## config.mk

```make
export PLATFORM = sky130hd
export DESIGN_NAME = seven_seg_scanner
export DESIGN_NICKNAME = d
export VERILOG_FILES = /design/src/rtl/seg_pkg.sv /design/src/rtl/seg_decoder.sv /design/src/rtl/seven_seg_scanner.sv
export SDC_FILE = /design/constraint.sdc
export NUM_CORES = 1
export LEC_CHECK = 0
export CAP_MARGIN = 0
export CELL_PAD_IN_SITES_DETAIL_PLACEMENT = 1
export CELL_PAD_IN_SITES_GLOBAL_PLACEMENT = 1
export CORE_MARGIN = 10
export CORE_UTILIZATION = 35
export CTS_CLUSTER_SIZE = 20
export DETAILED_ROUTE_END_ITERATION = 8
export GPL_ROUTABILITY_DRIVEN = 0
export PLACE_DENSITY_LB_ADDON = 0.1
export SYNTH_ARGS = -nofsm -noshare
export SYNTH_HDL_FRONTEND = slang
export SYNTH_SLANG_ARGS = --single-unit
export TNS_END_PERCENT = 1
```

## constraint.sdc

```tcl
create_clock -name clk -period 2.1 [get_ports clk]
set_input_delay 0.42 -clock clk [delete_from_list [all_inputs] [get_ports clk]]
set_output_delay 0.42 -clock clk [all_outputs]
set_load 0.01 [all_outputs]
```

## src/rtl/seg_pkg.sv

```systemverilog
// ---------------------------------------------------------------------------
// seg_pkg : active-low seven-segment glyphs {g,f,e,d,c,b,a} and index helper
// Rev 1.0
// ---------------------------------------------------------------------------
`default_nettype none

package seg_pkg;

  localparam logic [6:0] SEG_0     = 7'h40;
  localparam logic [6:0] SEG_1     = 7'h79;
  localparam logic [6:0] SEG_2     = 7'h24;
  localparam logic [6:0] SEG_3     = 7'h30;
  localparam logic [6:0] SEG_4     = 7'h19;
  localparam logic [6:0] SEG_5     = 7'h12;
  localparam logic [6:0] SEG_6     = 7'h02;
  localparam logic [6:0] SEG_7     = 7'h78;
  localparam logic [6:0] SEG_8     = 7'h00;
  localparam logic [6:0] SEG_9     = 7'h10;
  localparam logic [6:0] SEG_MINUS = 7'h3F;
  localparam logic [6:0] SEG_B     = 7'h03;
  localparam logic [6:0] SEG_C     = 7'h46;
  localparam logic [6:0] SEG_D     = 7'h21;
  localparam logic [6:0] SEG_E     = 7'h06;
  localparam logic [6:0] SEG_BLANK = 7'h7F;

  function automatic int idx_w(input int n);
    return (n > 1) ? $clog2(n) : 1;
  endfunction

endpackage

`default_nettype wire

```

## src/rtl/seg_decoder.sv

```systemverilog
// ---------------------------------------------------------------------------
// seg_decoder : combinational nibble to active-low segment lookup
// Rev 1.0
// ---------------------------------------------------------------------------
`default_nettype none

module seg_decoder
  import seg_pkg::*;
(
  input  logic [3:0] nib_i,
  output logic [6:0] seg_o
);

  always_comb begin
    seg_o = SEG_BLANK;
    unique case (nib_i)
      4'h0: seg_o = SEG_0;
      4'h1: seg_o = SEG_1;
      4'h2: seg_o = SEG_2;
      4'h3: seg_o = SEG_3;
      4'h4: seg_o = SEG_4;
      4'h5: seg_o = SEG_5;
      4'h6: seg_o = SEG_6;
      4'h7: seg_o = SEG_7;
      4'h8: seg_o = SEG_8;
      4'h9: seg_o = SEG_9;
      4'hA: seg_o = SEG_MINUS;
      4'hB: seg_o = SEG_B;
      4'hC: seg_o = SEG_C;
      4'hD: seg_o = SEG_D;
      4'hE: seg_o = SEG_E;
      4'hF: seg_o = SEG_BLANK;
    endcase
  end

endmodule

`default_nettype wire

```

## src/rtl/seven_seg_scanner.sv

```systemverilog
// ---------------------------------------------------------------------------
// seven_seg_scanner : time-multiplexed common-anode display driver, stepped by
// rising edges of a resynchronized scan_clk. SEVEN_SEG_LZ_BLANK_EN enables
// leading-zero blanking.
// Rev 1.0
// ---------------------------------------------------------------------------
`default_nettype none

module seven_seg_scanner
  import seg_pkg::*;
#(
  parameter int NDIG        = 4,
  parameter int SYNC_STAGES = 2
) (
  input  logic                    clk,
  input  logic                    rst,
  input  logic                    scan_clk,
  input  logic [4*NDIG-1:0]       digits,
  input  logic [NDIG-1:0]         dp_mask,
  input  logic                    blank,
  output logic [NDIG-1:0]         anode,
  output logic [6:0]              seg,
  output logic                    dp,
  output logic [$clog2(NDIG)-1:0] digit_idx
);

  localparam int IW = idx_w(NDIG);
  localparam logic [IW-1:0] LAST_IDX = IW'(NDIG - 1);

  logic [SYNC_STAGES-1:0] sync_q;
  logic                   prev_q;
  logic                   started_q;
  logic [IW-1:0]          idx_q,  idx_d;
  logic [3:0]             nib_q,  nib_d;
  logic                   dpb_q;
  logic [NDIG-1:0]        anode_q, anode_d;
  logic [6:0]             seg_q;
  logic                   dp_q;
  logic                   tick_w;
  logic [6:0]             dec_seg_w;

  assign tick_w = sync_q[SYNC_STAGES-1] & ~prev_q;
  assign idx_d  = (idx_q == LAST_IDX) ? '0 : idx_q + IW'(1);

  always_comb begin
    nib_d = digits[4*idx_d +: 4];
`ifdef SEVEN_SEG_LZ_BLANK_EN
    // Blank when this and every more-significant nibble is zero, no dp lit.
    if ((idx_d != '0) && !dp_mask[idx_d] && ((digits >> (4*idx_d)) == '0))
      nib_d = 4'hF;
`endif
  end

  always_comb begin
    anode_d = '1;
    if (started_q && !blank)
      anode_d = ~(NDIG'(1) << idx_q);
  end

  seg_decoder u_dec (
    .nib_i (nib_q),
    .seg_o (dec_seg_w)
  );

  always_ff @(posedge clk or negedge rst) begin
    if (!rst) begin
      sync_q    <= '0;
      prev_q    <= 1'b0;
      started_q <= 1'b0;
      idx_q     <= LAST_IDX;
      nib_q     <= 4'h0;
      dpb_q     <= 1'b0;
      anode_q   <= '1;
      seg_q     <= SEG_BLANK;
      dp_q      <= 1'b1;
    end else begin
      sync_q <= {sync_q[SYNC_STAGES-2:0], scan_clk};
      prev_q <= sync_q[SYNC_STAGES-1];
      if (tick_w) begin
        // Dark for one clk while the new digit's snapshot settles.
        started_q <= 1'b1;
        idx_q     <= idx_d;
        nib_q     <= nib_d;
        dpb_q     <= dp_mask[idx_d];
        anode_q   <= '1;
      end else begin
        anode_q <= anode_d;
        if (started_q) begin
          seg_q <= dec_seg_w;
          dp_q  <= ~dpb_q;
        end
      end
    end
  end

  assign anode     = anode_q;
  assign seg       = seg_q;
  assign dp        = dp_q;
  assign digit_idx = idx_q;

endmodule

`default_nettype wire

```

==> reports/results.tsv, run 1 <==
stage	metric	value	unit
status	run status	completed	
cts	clock sink count	23	
die	initial cell density of the core	37.3	%
global_routing	initial antenna violation count	0	
critical_path	Reg2Reg Setup Slack	0.18	ns
cts	deepest clock path buffer count	2	
critical_path	CP max FO	10	
synth	FFs w/ async S/R, synth	100	%
drt	Initial DRT Pass Iterations	4	
sta	final hold violation count	0	
synth	mux contribution to synthesized area	13.8	%
synth	Post-Syn Nets	150	
flow_run	maxcap violations	0	
finish	Layout Nets	190	
critical_path	crit path DAT	1.57	ns
critical_path	CP Buf/Inv Count	1	
synth	yosys warns	0	
synth	Simple-Gate Fraction of Synth Area	11.1	%
sta	RSZ-0062 raised after global routing	no	
drt	WL final	3230	um
min_path	WHS Endpoint	sync_q[1]	
critical_path	Crit path max-delay family	flip-flops	
global_routing	pin count of the biggest net entering global routing	24	
critical_path	Max stage delay on crit path	0.66	ns
critical_path	reg2reg path depth	5	
synth	unique cell type count in the Yosys netlist	32	
synth	XOR/XNOR share of the synthesized area	0	%
placed_design	DP HPWL	2630	um
synth	Mean Syn Cell Area	11.1	sq um
cts	Root Driver	clkbuf_4	
global_routing	first-pass GRT wire length	5550	um
cts	post_cts resized	0	
drt	initial DRC count	56	
synth	largest family of logic cells by synthesized area	multiplexers	
cts	H-tree levels	1	
critical_path	FF-to-FF End	dpb_q	
drt	Detail Route Antenna Nets	0	
sta	Clock Skew	0.0111	ns
critical_path	type of origin of the critical path	register	
finish	P&R area growth vs syn	35.7	%
cts	CTS tree	yes	
die	I/O pins	38	
pwr	Max VDD drop	0.668	mV
synth	Post-Synth Adder-Cell Area	10.8	%
global_routing	gr usage total	10.8	%
die	Die W	80.3	um
drt	vias	1005	
cts	clock slew seen by the registers of the worst setup and hold paths	0.14	ns
die	cell row count	21	
drt	DRC errors left	0	
synth	compound-cell area share of the yosys netlist	13.2	%
sta	FMAX	504	MHz
critical_path	reg2reg start	digit_idx[0]	
finish	fillers	397	
finish	Register Area	593	sq um
cts	clock latency on the worst-skew pair	0.32	ns
synth	Synth Instances	115	
critical_path	Critical Path End Type	output pin	
global_routing	remaining global-route overflow	0	
cts	Post-CTS Setup Bufs	0	
pwr	power per cell area	1230	nW/um^2
synth	Post-synth EDFFs	0	
finish	area of the multi-input gates	622	sq um
critical_path	CP max-delay cell	dfstp_2	
drt	per-cell routed wire length	16.2	um
synth	#FFs+latches synth	23	
critical_path	critical path, cell by cell	clkdlybuf4s50_1	
global_routing	vias in the first global route	1166	
synth	Synth Flop Type	dfstp_2	
synth	synthesized area	1270	sq um
finish	number of inserted diodes	0	
sta	Tcrit/Tclk final	94.5	%
min_path	Hold Path Stages	0	
cts	hold buffer count at cts	0	
critical_path	Crit Path Class	register to output pin	
die	die height	80.3	um
die	die area	6450	sq um
placed_design	Placed Instances	196	
sta	final setup violation count	0	
drt	Via density	5.03	
finish	ratio of cells with drive above 1 in the final layout	20.1	%
min_path	worst hold path type	register to register	
sta	Max Transition Viols Final	0	
placed_design	count of input and output buffers	37	
min_path	hold_sp	sync_q[0]	
synth	register area share after synthesis	46.6	%
pwr	leak pwr	0.724	nW
sta	setup TNS	0	ns
critical_path	Req. time, crit path	1.68	ns
sta	post-layout min period	1.99	ns
die	core area	3420	sq um
sta	Max transition margin	58.7	%
finish	Layout Cells excl Fill	200	
cts	CTS Buf Count	3	
sta	Worst Tran Pin Value	0.618	ns
-- logic make-up after synthesis --
group / count (synthesis)
buf+inv: 14
mux: 13
compound gates: 26
flops: 23
fa+ha+maj: 11
simple gates: 28
-- worst max path at each step --
| stage | from | depth (start not counted) | end |
|---|---|---|---|
| 2_1_floorplan | digit_idx[0] | 6 | dpb_q |
| 3_5_place_dp | digit_idx[0] | 5 | dpb_q |
| 4_1_cts | digit_idx[0] | 1 | digit_idx[0] |
| 3_3_place_gp | digit_idx[0] | 5 | dpb_q |
| 6_report | digit_idx[0] | 1 | digit_idx[0] |
| 5_1_grt | digit_idx[0] | 1 | digit_idx[0] |
-- where the power goes --
| part | leakage [nW] | internal [W] | switching (W) | total (W) |
|---|---|---|---|---|
| clock | 0.0177 | 0.0000712 | 0.000143 | 0.000214 |
| sequential | 0.252 | 0.000666 | 0.000169 | 0.000835 |
| combinational | 0.454 | 0.000605 | 0.000474 | 0.00108 |
-- cell usage after synthesis (2+ instances only) --
cell,number,share of area [%]
mux4_2,3,5.3
nand2_1,13,3.8
nor2_1,3,0.88
o221ai_1,5,3.4
inv_1,6,1.8
o21ai_1,8,3.1
mux2i_1,7,5.5
nor2b_1,2,0.98
nand2b_1,2,0.98
inv_2,3,0.88
dfstp_2,14,29
a31oi_1,3,1.5
or3_1,3,1.5
buf_2,4,1.6
ha_1,11,11
dfrtp_1,9,18
a21oi_1,4,1.6
-- through the flow --
| stage | utilization (%) | setup slack (ns) | power, W | hold WS (ns) | instance area [sq um] |
|---|---|---|---|---|---|
| floorplan | - | 0.365 | 0.00152 | 0.124 | 1270 |
| global placement | 49.7 | 0.252 | 0.00191 | 0.337 | 1700 |
| detailed placement | 49.7 | 0.176 | 0.00194 | 0.373 | 1700 |
| CTS | 50.5 | 0.0904 | 0.00216 | 0.414 | 1730 |
| global route | 50.5 | 0.0404 | 0.00233 | 0.436 | 1730 |
| finish | 50.5 | 0.115 | 0.00213 | 0.413 | 1730 |
-- state kept, by name, indices dropped and copies added, names as in the netlist --
name,count
dpb_q,1
started_q,1
dp,1
sync_q,2
nib_q,4
prev_q,1
seg,7
anode,4
digit_idx,2
-- final cells by class --
| cell class | count | area share [%] |
|---|---|---|
| clock inverter | 1 | 0.290 |
| clock buffer | 3 | 1.30 |
| inverter | 9 | 1.96 |
| sequential | 23 | 34.3 |
| tap | 46 | 3.33 |
| timing repair buffer | 40 | 22.8 |
| multi-input combinational | 78 | 36.0 |
-- layout by cell type, fill, tap and decap left out --
cell type | netlist | layout
o31ai_1 | 1 | 1
o221ai_1 | 5 | 5
nor2_1 | 3 | 3
and2b_1 | 1 | 1
mux2_1 | 1 | 1
clkbuf_4 | 0 | 3
mux2i_1 | 7 | 7
o21ai_1 | 8 | 8
mux4_2 | 3 | 3
nor2b_1 | 2 | 2
dfrtp_1 | 9 | 9
buf_4 | 0 | 3
or3_1 | 3 | 3
mux2_2 | 1 | 1
mux2_4 | 1 | 1
nand2_1 | 13 | 13
a21oi_1 | 4 | 4
nor3_1 | 1 | 1
clkdlybuf4s50_1 | 0 | 37
ha_1 | 11 | 11
inv_2 | 3 | 3
or3_4 | 1 | 1
nand2b_1 | 2 | 2
inv_1 | 6 | 6
o22ai_1 | 1 | 1
o2111ai_1 | 1 | 1
a31oi_1 | 3 | 3
nand3b_1 | 1 | 1
dfstp_2 | 14 | 14
clkinv_2 | 0 | 1
o211ai_1 | 1 | 1
o311a_1 | 1 | 1
nor2_2 | 1 | 1
o21ai_0 | 1 | 1
-- metal layers --
metal	track usage (%)	up-vias	wire [um]
li1	-	484	-
met1	12.2	487	1370
met2	18.1	30	1610
met3	3.67	4	213
met4	4.05	0	42
met5	0	-	0
No activity file was read; power rests on OpenSTA's default activity.
==> run 2, diff against run 1 <==
--- a/config.mk
+++ b/config.mk
@@ -8,7 +8,6 @@
 export CAP_MARGIN = 0
 export CELL_PAD_IN_SITES_DETAIL_PLACEMENT = 1
 export CELL_PAD_IN_SITES_GLOBAL_PLACEMENT = 1
-export CORE_MARGIN = 10
 export CORE_UTILIZATION = 35
 export CTS_CLUSTER_SIZE = 20
 export DETAILED_ROUTE_END_ITERATION = 8
==> constraint.sdc (replaced) <==
create_clock -name clk -period 2 [get_ports clk]
set_input_delay 0.4 -clock clk [delete_from_list [all_inputs] [get_ports clk]]
set_output_delay 0.4 -clock clk [all_outputs]
set_load 0.01 [all_outputs]
==> reports/results.tsv, run 2 (synthesis results as in run 1) <==
stage	metric	value	unit
status	run status	completed	
finish	Register Area	593	sq um
cts	clock sink count	23	
cts	clock slew seen by the registers of the worst setup and hold paths	0.13	ns
placed_design	pre-CTS setup slack	0.196	ns
finish	Layout Nets	192	
sta	final setup violation count	0	
cts	H-tree levels	1	
die	cell row count	21	
global_routing	routing usage on met1	20.1	%
placed_design	DP HPWL	2270	um
drt	WL final	2900	um
pwr	Max VDD drop	0.655	mV
critical_path	Reg2Reg Setup Slack	0.18	ns
finish	number of inserted diodes	0	
sta	Clock Skew	0.00704	ns
global_routing	gr usage total	17.4	%
drt	Initial DRT Pass Iterations	4	
cts	CTS Buf Count	3	
sta	final hold violation count	0	
global_routing	GRT met3 Usage	4.41	%
global_routing	vias in the first global route	1165	
critical_path	reg2reg start	nib_q[0]	
pwr	leak pwr	0.735	nW
sta	FMAX	516	MHz
finish	commonest non-fill, non-tap cell in the layout	clkdlybuf4s50_1	
die	initial cell density of the core	37.3	%
critical_path	reg2reg path depth	5	
min_path	WHS Endpoint	sync_q[1]	
cts	deepest clock path buffer count	2	
die	die area	3880	sq um
drt	initial DRC count	26	
global_routing	remaining global-route overflow	0	
min_path	worst hold path type	register to register	
placed_design	count of input and output buffers	37	
critical_path	Crit Path Class	register to output pin	
sta	Max transition margin	63.8	%
finish	commonest non-fill, non-tap cells in the layout	clkdlybuf4s50_1, dfstp_2, nand2_1	
global_routing	routing usage on met2	31.5	%
die	I/O pins	38	
die	core area	3420	sq um
sta	crit path setup slack, layout	0.0620	ns
die	die height	62.3	um
critical_path	Req. time, crit path	1.60	ns
finish	max FFs per register	7	
global_routing	GRT busiest layer	met2	
finish	area of the multi-input gates	622	sq um
sta	post-layout min period	1.94	ns
min_path	Hold Path Stages	0	
drt	DRC errors left	0	
sta	hold_ws	0.367	ns
sta	RSZ-0062 raised after global routing	no	
global_routing	pin count of the biggest net entering global routing	24	
critical_path	crit path DAT	1.54	ns
sta	Worst Tran Pin Value	0.542	ns
finish	fillers	410	
finish	final core utilization	51.0	%
finish	P&R area growth vs syn	36.9	%
drt	per-cell routed wire length	14.3	um
pwr	Total Power	0.00227	W
critical_path	Critical Path End Type	output pin	
critical_path	type of origin of the critical path	register	
drt	vias	1044	
global_routing	initial antenna violation count	0	
cts	Root Driver	clkbuf_4	
sta	setup TNS	0	ns
global_routing	first-pass GRT wire length	5390	um
critical_path	FF-to-FF End	seg[3]	
die	Die W	62.3	um
drt	Detail Route Antenna Nets	0	
cts	CTS tree	yes	
pwr	power per cell area	1300	nW/um^2
flow_run	maxcap violations	0	
sta	Tcrit/Tclk final	96.9	%
cts	clock latency on the worst-skew pair	0.31	ns
min_path	hold_sp	sync_q[0]	
critical_path	CP max FO	6	
drt	Via density	5.17	
finish	ratio of cells with drive above 1 in the final layout	21.2	%
sta	Max Transition Viols Final	0	
==> run 2: changes by cell type in the layout (fill, tap and decap cells not counted) <==
| cell | change |
|---|---|
| buf_4 | +2 |
==> run 2: repair_timing <==
action,CTS,global route
hold endpoints to repair,0,0
resized for setup,0,0
hold buffers,0,0
buffers inserted,1,0
endpoints found under the setup margin,1,0
==> run 2: per-stage QoR <==
stage / area (sq um) / std cells
6_report: 1740 / 202
4_1_cts: 1740 / 202
2_1_floorplan: 1270 / 115
5_1_grt: 1740 / 202
3_5_place_dp: 1710 / 197
3_3_place_gp: 1710 / 197
==> run 2: layer usage <==
metal	wire (um)	vias to the layer above
li1	-	489
met1	1230	515
met2	1490	35
met3	147	5
met4	27	0
met5	0	-
==> run 2: worst max path at each step <==
| stage | end | startpoint | slack [ns] |
|---|---|---|---|
| finish | digit_idx[0] | digit_idx[0] | 0.06 |
| global route | digit_idx[0] | digit_idx[0] | 0.01 |
| CTS | digit_idx[0] | digit_idx[0] | 0.05 |
| detailed placement | seg[3] | nib_q[0] | 0.20 |
| global placement | seg[3] | nib_q[0] | 0.29 |
| floorplan | dpb_q | digit_idx[0] | 0.27 |
==> run 2: report_power, final <==
group,total [W],internal (W),switching (W)
registers,0.000861,0.000699,0.000163
logic,0.00119,0.000663,0.000527
clock network,0.000217,0.0000748,0.000142
total,0.00227,0.00144,0.000832
==> run 2: area by class of cell <==
type                       count  share of cell area (%)
clock buffer                   3                    1.29
clock inverter                 1                   0.287
inverter                       9                    1.94
multi-input combinational     78                    35.7
sequential                    23                    34.1
tap                           46                    3.30
timing repair buffer          42                    23.4
==> run 2: worst max-delay path, cell delays in order, from the launching register on <==
cell,delay [ns]
dfstp_2,0.56
buf_4,0.14
clkdlybuf4s50_1,0.54
==> run 3, diff against run 2 <==
--- a/config.mk
+++ b/config.mk
@@ -8,7 +8,7 @@
 export CAP_MARGIN = 0
 export CELL_PAD_IN_SITES_DETAIL_PLACEMENT = 1
 export CELL_PAD_IN_SITES_GLOBAL_PLACEMENT = 1
-export CORE_UTILIZATION = 35
+export CORE_UTILIZATION = 32
 export CTS_CLUSTER_SIZE = 20
 export DETAILED_ROUTE_END_ITERATION = 8
 export GPL_ROUTABILITY_DRIVEN = 0
==> constraint.sdc (replaced) <==
create_clock -name clk -period 1.6 [get_ports clk]
set_input_delay 0.32 -clock clk [delete_from_list [all_inputs] [get_ports clk]]
set_output_delay 0.32 -clock clk [all_outputs]
set_load 0.01 [all_outputs]
==> reports/results.tsv, run 3 (synthesis results as in run 1) <==
stage	metric	value	unit
finish	ratio of cells with drive above 1 in the final layout	28.0	%
finish	max FFs per register	7	
pwr	Max VDD drop	0.980	mV
cts	H-tree levels	1	
finish	Layout Nets	197	
critical_path	CP max FO	5	
finish	Layout Cells excl Fill	209	
critical_path	Reg2Reg Setup Slack	-0.006	ns
finish	final core utilization	48.5	%
cts	hold buffer count at cts	0	
sta	crit path setup slack, layout	-0.00564	ns
sta	final setup violation count	1	
global_routing	GRT met3 Usage	2.11	%
drt	per-cell routed wire length	14.0	um
finish	design area	1810	sq um
die	I/O pins	38	
placed_design	DP HPWL	2280	um
flow_run	maxcap violations	0	
sta	Worst Tran Pin Value	0.453	ns
die	cell row count	22	
placed_design	count of input and output buffers	37	
sta	Max transition margin	69.5	%
sta	post-layout min period	1.61	ns
sta	setup TNS	-0.00564	ns
critical_path	type of origin of the critical path	register	
pwr	leak pwr	0.776	nW
sta	Tcrit/Tclk final	100	%
critical_path	crit path DAT	1.80	ns
status	failing checks	negative setup slack	
drt	Initial DRT Pass Iterations	3	
status	run status	complete, but fails checks	
sta	FMAX	623	MHz
drt	Detail Route Antenna Nets	0	
sta	hold_ws	0.359	ns
finish	commonest non-fill, non-tap cell in the layout	clkdlybuf4s50_1	
die	core area	3740	sq um
cts	CTS Buf Count	3	
sta	Clock Skew	0.00198	ns
global_routing	routing usage on met1	19.1	%
die	Die W	65.1	um
global_routing	initial antenna violation count	0	
sta	Max Transition Viols Final	0	
drt	Via density	4.86	
drt	DRC errors left	0	
cts	Post-CTS Setup Bufs	0	
critical_path	Critical Path End Type	register	
die	die height	65.1	um
sta	final hold violation count	0	
finish	commonest non-fill, non-tap cells in the layout	clkdlybuf4s50_1, dfstp_2, dlygate4sd2_1	
finish	fillers	421	
sta	RSZ-0062 raised after global routing	yes	
drt	WL final	2920	um
cts	Root Driver	clkbuf_8	
placed_design	post-place instance area	1780	sq um
global_routing	GRT busiest layer	met2	
drt	initial DRC count	23	
cts	CTS tree	yes	
global_routing	routing usage on met2	26.8	%
finish	number of inserted diodes	0	
critical_path	Crit Path Class	register to register	
placed_design	Placed Instances	205	
pwr	power per cell area	1660	nW/um^2
finish	P&R area growth vs syn	42.6	%
cts	clock latency on the worst-skew pair	0.26	ns
global_routing	pin count of the biggest net entering global routing	24	
drt	vias	1016	
global_routing	gr usage total	15.4	%
cts	deepest clock path buffer count	2	
cts	clock slew seen by the registers of the worst setup and hold paths	0.09	ns
global_routing	remaining global-route overflow	0	
die	initial cell density of the core	34.0	%
min_path	worst hold path type	register to register	
critical_path	Req. time, crit path	1.80	ns
cts	clock sink count	23	
global_routing	first-pass GRT wire length	4970	um
global_routing	vias in the first global route	1052	
die	die area	4230	sq um
## run 3: through the flow
stage          setup slack, ns  total power [W]
3_3_place_gp            0.0257          0.00270
3_5_place_dp           -0.0456          0.00274
2_1_floorplan         -0.00801          0.00209
6_report              -0.00564          0.00300
5_1_grt                -0.0499          0.00324
4_1_cts                -0.0676          0.00304
## run 3: metal layers
metal	part of all wire (%)	wire, um	vias up
met4	0.75	22	0
met1	47	1380	490
met2	49	1440	20
met3	2.6	77	2
met5	0	0	-
li1	-	-	504
## run 3: path summary, 6_finish.rpt
kind                            from         to  depth (start not counted)
max                         nib_q[0]     seg[3]                          4
min reg2reg                sync_q[0]  sync_q[1]                          0
min                        sync_q[0]  sync_q[1]                          0
min in group asynchronous        rst     prev_q                          2
max in group asynchronous        rst     seg[3]                          2
max reg2reg                 nib_q[0]     seg[3]                          4
## run 3: layout make-up
cell class	instances	area (sq um)	area share (%)
timing repair buffer	47	428	23.6
tap	48	60.1	3.31
sequential	23	594	32.8
multi-input combinational	78	647	35.7
clock buffer	3	41.3	2.28
inverter	9	36.3	2.00
clock inverter	1	7.51	0.414
## run 3: repair_timing
item	CTS	global route
cloned	0	0
gates resized for setup	14	3
endpoints found under the setup margin	15	5
pin swaps	0	0
## run 3: report_power, final
group	leakage (nW)	total, W	switching [W]	internal, W
Sequential	0.251	0.00101	0.000132	0.000878
Combinational	0.503	0.00162	0.000755	0.000862
Clock	0.0217	0.000376	0.000200	0.000176
Total	0.776	0.00300	0.00109	0.00192
## run 3: worst max-delay path, cell delays in order (launching register included)
cell and delay [ns]:
dfrtp_2 0.46, buf_4 0.16, ha_1 0.20, mux4_2 0.46, mux2_4 0.27
